$ cat src/rtl/oled_draw_sequencer.sv
// oled_draw_sequencer: turns pixel/rect/clear requests into SSD1331 command batches
// and sequences them through the OLEDrgb driver's start/cmd_reset handshake.
module oled_draw_sequencer #(
  parameter int GAP_CYCLES     = 16,
  parameter int TIMEOUT_CYCLES = 1048576,
  parameter int X_MAX          = 95,
  parameter int Y_MAX          = 63
) (
  input  logic         i_clk,
  input  logic         i_n_reset,
  input  logic         i_req_valid,
  output logic         o_req_ready,
  input  logic [1:0]   i_req_op,
  input  logic [6:0]   i_x0,
  input  logic [5:0]   i_y0,
  input  logic [6:0]   i_x1,
  input  logic [5:0]   i_y1,
  input  logic [15:0]  i_color,
  output logic         o_start,
  output logic         o_cmd_reset,
  output logic [3:0]   o_num_cmd,
  output logic [119:0] o_cmd_flat,
  input  logic         i_done,
  output logic         o_busy,
  output logic         o_err
);
  typedef enum logic [2:0] {INIT, START, WAIT_DONE, CLR, GAP, IDLE} state_t;
  localparam int CMAX = TIMEOUT_CYCLES > GAP_CYCLES ? TIMEOUT_CYCLES : GAP_CYCLES;
  localparam int CW = CMAX > 1 ? $clog2(CMAX) : 1;
  localparam logic [CW-1:0] T_LAST = CW'(TIMEOUT_CYCLES - 1);
  localparam logic [CW-1:0] G_LAST = CW'(GAP_CYCLES - 1);
  localparam logic [6:0] XM = 7'(X_MAX);
  localparam logic [5:0] YM = 6'(Y_MAX);
  state_t state_q, state_d;
  logic [CW-1:0] cnt_q, cnt_d;
  logic start_q, start_d, cmd_reset_q, cmd_reset_d, err_q, err_d;
  logic [3:0] num_q, num_d;
  logic [119:0] flat_q, flat_d;
  logic pixel, is_clr, legal;
  logic [6:0] ex1;
  logic [5:0] ey1, r6, b6;
  logic [7:0] bx0, by0, bx1, by1, br, bg, bb;
  logic [119:0] batch;
  // a pixel is just a 1x1 rectangle, so it shares the rect encoding and checks
  always_comb begin
    pixel  = i_req_op == 2'b00;
    is_clr = i_req_op == 2'b10;
    ex1    = pixel ? i_x0 : i_x1;
    ey1    = pixel ? i_y0 : i_y1;
    legal  = i_req_op != 2'b11 && i_x0 <= XM && ex1 <= XM && i_y0 <= YM && ey1 <= YM &&
             ex1 >= i_x0 && ey1 >= i_y0;
    r6     = {i_color[15:11], i_color[15]};
    b6     = {i_color[4:0], i_color[4]};
    bx0    = {1'b0, i_x0};
    by0    = {2'b0, i_y0};
    bx1    = {1'b0, ex1};
    by1    = {2'b0, ey1};
    br     = {2'b0, r6};
    bg     = {2'b0, i_color[10:5]};
    bb     = {2'b0, b6};
    batch  = is_clr ? {80'h0, by1, bx1, by0, bx0, 8'h25}
                    : {32'h0, bb, bg, br, bb, bg, br, by1, bx1, by0, bx0, 8'h22};
  end
  always_comb begin
    state_d     = state_q;
    cnt_d       = cnt_q;
    start_d     = 1'b0;
    cmd_reset_d = 1'b0;
    err_d       = 1'b0;
    num_d       = num_q;
    flat_d      = flat_q;
    case (state_q)
      INIT: begin
        num_d   = 4'd2;
        flat_d  = {104'h0, 8'h01, 8'h26};
        state_d = START;
      end
      START: begin
        start_d = 1'b1;
        cnt_d   = '0;
        state_d = WAIT_DONE;
      end
      WAIT_DONE: begin
        if (i_done || cnt_q == T_LAST) begin
          err_d       = !i_done;
          cmd_reset_d = 1'b1;
          state_d     = CLR;
        end else begin
          start_d = 1'b1;
          cnt_d   = cnt_q + 1'b1;
        end
      end
      CLR: begin
        cnt_d   = '0;
        state_d = GAP;
      end
      GAP: begin
        cnt_d   = cnt_q + 1'b1;
        state_d = cnt_q == G_LAST ? IDLE : GAP;
      end
      IDLE: begin
        if (i_req_valid && legal) begin
          flat_d  = batch;
          num_d   = is_clr ? 4'd5 : 4'd11;
          state_d = START;
        end
        err_d = i_req_valid && !legal;
      end
      default: state_d = INIT;
    endcase
  end
  always_ff @(posedge i_clk or negedge i_n_reset) begin
    if (!i_n_reset) begin
      state_q     <= INIT;
      cnt_q       <= '0;
      start_q     <= 1'b0;
      cmd_reset_q <= 1'b0;
      err_q       <= 1'b0;
      num_q       <= '0;
      flat_q      <= '0;
    end else begin
      state_q     <= state_d;
      cnt_q       <= cnt_d;
      start_q     <= start_d;
      cmd_reset_q <= cmd_reset_d;
      err_q       <= err_d;
      num_q       <= num_d;
      flat_q      <= flat_d;
    end
  end
  assign o_req_ready = state_q == IDLE;
  assign o_busy      = state_q != IDLE;
  assign o_start     = start_q;
  assign o_cmd_reset = cmd_reset_q;
  assign o_err       = err_q;
  assign o_num_cmd   = num_q;
  assign o_cmd_flat  = flat_q;
endmodule

$ cat config.mk
export PLATFORM = sky130hd
export DESIGN_NAME = oled_draw_sequencer
export DESIGN_NICKNAME = d
export VERILOG_FILES = /design/src/rtl/oled_draw_sequencer.sv
export SDC_FILE = /design/constraint.sdc
export NUM_CORES = 1
export LEC_CHECK = 0
export ABC_AREA = 1
export BUFFER_PORTS_ARGS = -buffer_cell sky130_fd_sc_hd__buf_2
export CAP_MARGIN = 5
export CORE_MARGIN = 2
export CORE_UTILIZATION = 50
export DETAILED_ROUTE_END_ITERATION = 8
export PLACE_DENSITY = 0.78
export SYNTH_ARGS = -nofsm -noshare
export SYNTH_HDL_FRONTEND = slang
export SYNTH_SLANG_ARGS = --single-unit
$ cat constraint.sdc
create_clock -name i_clk -period 2.2 [get_ports i_clk]
set_input_delay 0.44 -clock i_clk [delete_from_list [all_inputs] [get_ports i_clk]]
set_output_delay 0.44 -clock i_clk [all_outputs]
set_load 0.1 [all_outputs]
==> impl_metrics.env <==
export IMPL_status="complete, no violations"
export IMPL_synth_area_leader_cell="dfrtp_1"
export IMPL_ios=177
export IMPL_drive_gt1_share_pct=25.6
export IMPL_comb_power_share_pct=62.7
export IMPL_worst_pin_slew_ns=0.618
export IMPL_root_buffer="clkbuf_8"
export IMPL_grt_pass1_vias=4042
export IMPL_synthTopCellsByArea="dfrtp_1 39%, nand2_1 18%, buf_4 12%"
export IMPL_most_common_layout_cells="226 x nand2_1, 119 x buf_2, 74 x dfrtp_1"
export IMPL_swShare_pct=57.5
export IMPL_drtIter0Drc=269
export IMPL_clock_fmax_mhz=475
export IMPL_end_kind="flop"
export IMPL_path_clk_slew_ns=0.09
export IMPL_finalMaxSlewViolations=0
export IMPL_hold_viol_final=0
export IMPL_vias_per_cell=4.88
export IMPL_diodes=0
export IMPL_portBuffers=122
export IMPL_area_growth_pct=20.6
export IMPL_grt_start_max_net_pins=32
export IMPL_cp_data_arrival_time_ns=2.33
export IMPL_cts_sinks=74
export IMPL_holdBufCountCts=0
export IMPL_clkPwrFrac_pct=14.6
export IMPL_fin_crit_sh_pct=95.7
export IMPL_r2r_setup_slack_ns=0.23
export IMPL_gp_congestion=0.960
export IMPL_slowest_stage="ha_1"
export IMPL_period_minus_slack_ns=2.10
export IMPL_r2r_cells=7
export IMPL_yosys_area_share_simple_pct=32.7
export IMPL_drv_cap=0
export IMPL_synthMuxAreaShare_pct=0.210
export IMPL_cp_max_fo=8
export IMPL_crit_top_cell="nand2_1"
export IMPL_synth_fa_ha_area_share_pct=3.67
export IMPL_first_pass_iters=4
export IMPL_wl_per_cell_microns=13.2
export IMPL_p_per_area_nw_per_um2=1320
export IMPL_crit_chain="buf_4 > nor2_4 > nand2_2 > o21ai_2 > inv_1 > ha_1 > inv_1 > nand2_1 > nand2_1 > nand2_1 > nand2_1 > nand2_2 > nand4_4 > nand2_4 > nand2_8 > clkbuf_16 > nand2_1 > nand2_1"
export IMPL_core_area_sq_um=9240
export IMPL_cp_depth=18
export IMPL_vias=4477
export IMPL_track_usage_pct=22.3
export IMPL_cp_endpoint="o_cmd_flat[32]$_DFFE_PN0P_"
export IMPL_clock_path_buffers=2
export IMPL_synth_top_family_by_area="simple AND/OR/NAND/NOR gates"
export IMPL_cp_top_family="simple AND/OR/NAND/NOR gates"
export IMPL_grt_overflow=0
export IMPL_start_util_pct=51.6
export IMPL_total_leakage_power_nw=3.37
export IMPL_layout_commonest_cell="nand2_1"
export IMPL_syn_area_sq_um=4770
export IMPL_synth_compound_area_share_pct=3.33
export IMPL_drc_errors=0
export IMPL_dp_hpwl_mm=8.79
export IMPL_p_sw_mw=4.37
export IMPL_peakVddDrop_uv=776
export IMPL_synth_top_area_share_pct=38.8
export IMPL_cts_tree="done"
export IMPL_p_total_mw=7.59
export IMPL_synth_seq_area_share_pct=38.8
export IMPL_critPathBufInv=4
export IMPL_placedCellCount=895
export IMPL_ys_types=31
export IMPL_clk_latency_ns=0.34
export IMPL_fin_worst_skew_ns=0.00701
export IMPL_post_route_cell_area_sq_um=5750
export IMPL_start_kind="input pin"
export IMPL_syn_inst=659
export IMPL_dieHeight_microns=102
export IMPL_yosys_most_used_dff="dfrtp_1"
export IMPL_cp_startpoint="i_req_op[0]"
export IMPL_critical_path_required_ns=2.43
export IMPL_synth_xor_xnor_area_share_pct=2.39
export IMPL_antenna_found_initial=0
export IMPL_async_reset_ff_share_pct=100
export IMPL_cpPeakStageDelay_ns=0.27
export IMPL_syn_avg_cell_area_sq_um=7.24
export IMPL_detailed_place_area_sq_um=5340
export IMPL_ys_seq_elements=74
export IMPL_yosys_warnings=0
export IMPL_critPathKind="input pin to flop"
export IMPL_setup_viol=0
export IMPL_rows=35
export IMPL_r2r_end="o_cmd_flat[32]$_DFFE_PN0P_"
export IMPL_seq_power_share_pct=22.8
export IMPL_fin_cells=918
export IMPL_internal_power_mw=3.23
export IMPL_dp_slack_ns=-0.267
export IMPL_slew_headroom_pct=58.7
export IMPL_wl_mm=12.2
export IMPL_synth_edf_count=0
export IMPL_nets=846
export IMPL_die_w_microns=102
export IMPL_worstReg2RegStart="state_q[1]$_DFFE_PN0P_"
export IMPL_fin_ws_ns=0.0952
export IMPL_fp_dieArea_sq_um=10300
export IMPL_htreeDepth=3
export IMPL_ant_nets=0
export IMPL_hold_path_class="input pin to asynchronous set/reset pin"
export IMPL_cts_buffers=9
export IMPL_grt_pass1_wl_mm=18.5
layer usage:
| metal | track usage, % | wire length, microns | vias up |
|---|---|---|---|
| li1 | - | - | 2190 |
| met1 | 27.6 | 5140 | 2092 |
| met2 | 39.0 | 6010 | 173 |
| met3 | 3.93 | 784 | 22 |
| met4 | 7.69 | 230 | 0 |
| met5 | 0 | 0 | - |
final cells by class:
class	count	area, sq um
inverters	51	199
well taps	129	161
fillers	828	3490
repair buffers	161	1040
multi-input cells	487	2290
flip-flops and latches	74	1850
clock buffers	10	138
clock inverters	6	72.6
how the worst min path moves through the flow:
stage                   start                    endpoint  slack, ns  cells past startpoint
floorplan           i_n_reset        cnt_q[0]$_DFFE_PN0P_       0.14                      0
global placement    i_n_reset  o_cmd_flat[84]$_DFFE_PN0P_       0.40                      1
detailed placement  i_n_reset  o_cmd_flat[84]$_DFFE_PN0P_       0.40                      1
CTS                 i_n_reset  o_cmd_flat[84]$_DFFE_PN0P_       0.02                      1
global route        i_n_reset  o_cmd_flat[84]$_DFFE_PN0P_       0.05                      1
finish              i_n_reset  o_cmd_flat[84]$_DFFE_PN0P_       0.02                      1
state kept, by name, summed over array words and instances (netlist names):
signal / count
o_err: 1
state_q: 3
cnt_q: 20
o_num_cmd: 4
o_start: 1
o_cmd_reset: 1
o_cmd_flat: 44
synth_stat cells, types with 2 or more instances:
| library cell | instances |
|---|---|
| nor4_1 | 2 |
| nand2_2 | 5 |
| nand2_1 | 230 |
| buf_6 | 3 |
| nor3_1 | 8 |
| xor2_1 | 12 |
| o21ai_1 | 6 |
| clkbuf_1 | 11 |
| a21oi_1 | 3 |
| o21ai_0 | 18 |
| nand4_1 | 6 |
| buf_2 | 7 |
| ha_1 | 14 |
| nor2_1 | 51 |
| buf_4 | 79 |
| inv_1 | 47 |
| or2_2 | 3 |
| nand3_1 | 66 |
| inv_2 | 3 |
| dfrtp_1 | 74 |
worst reg2reg max path, stage by stage, from the launching register on:
cell	delay (ns)
dfrtp_1	0.39
inv_1	0.14
nand3_2	0.24
nand2_1	0.56
nand2_8	0.20
clkbuf_16	0.22
nand2_1	0.06
nand2_1	0.05
what timing repair did:
item | 4_1_cts | 5_1_grt
pin swaps | 0 | 7
endpoints found under the setup margin | 1 | 52
gates resized for setup | 1 | 20
buffers inserted | 0 | 1
gates cloned | 0 | 6
metrics by stage:
step | util [%] | setup TNS (ns) | hold slack, ns
detailed placement | 57.8 | -11.61 | 0.404
global placement | 57.8 | -8.41 | 0.396
finish | 62.2 | 0 | 0.0184
floorplan | - | 0 | 0.144
CTS | 60.1 | 0 | 0.0240
global route | 62.2 | -0.846 | 0.0539
cell families (layout without fill, tap and decap cells):
logic type / count (synthesis) / in the layout
AOI/OAI and AO/OA: 30 / 30
xor gates and xnor gates: 13 / 13
adders and majority gates: 14 / 14
buffers and inverters: 151 / 228
DFF: 74 / 74
muxes: 1 / 1
other: 1 / 54
and+or+nand+nor: 375 / 375
power by group through the flow:
stage | Sequential, mW | Clock (mW) | Combinational, mW
after CTS | 1.72 | 1.14 | 4.27
after floorplan | 2.73 | 0 | 2.66
final | 1.73 | 1.11 | 4.76
after detailed placement | 1.75 | 0 | 4.26
after global placement | 1.74 | 0 | 4.22
after global routing | 1.75 | 1.19 | 5.00
Power figures use the tool's default switching activity.
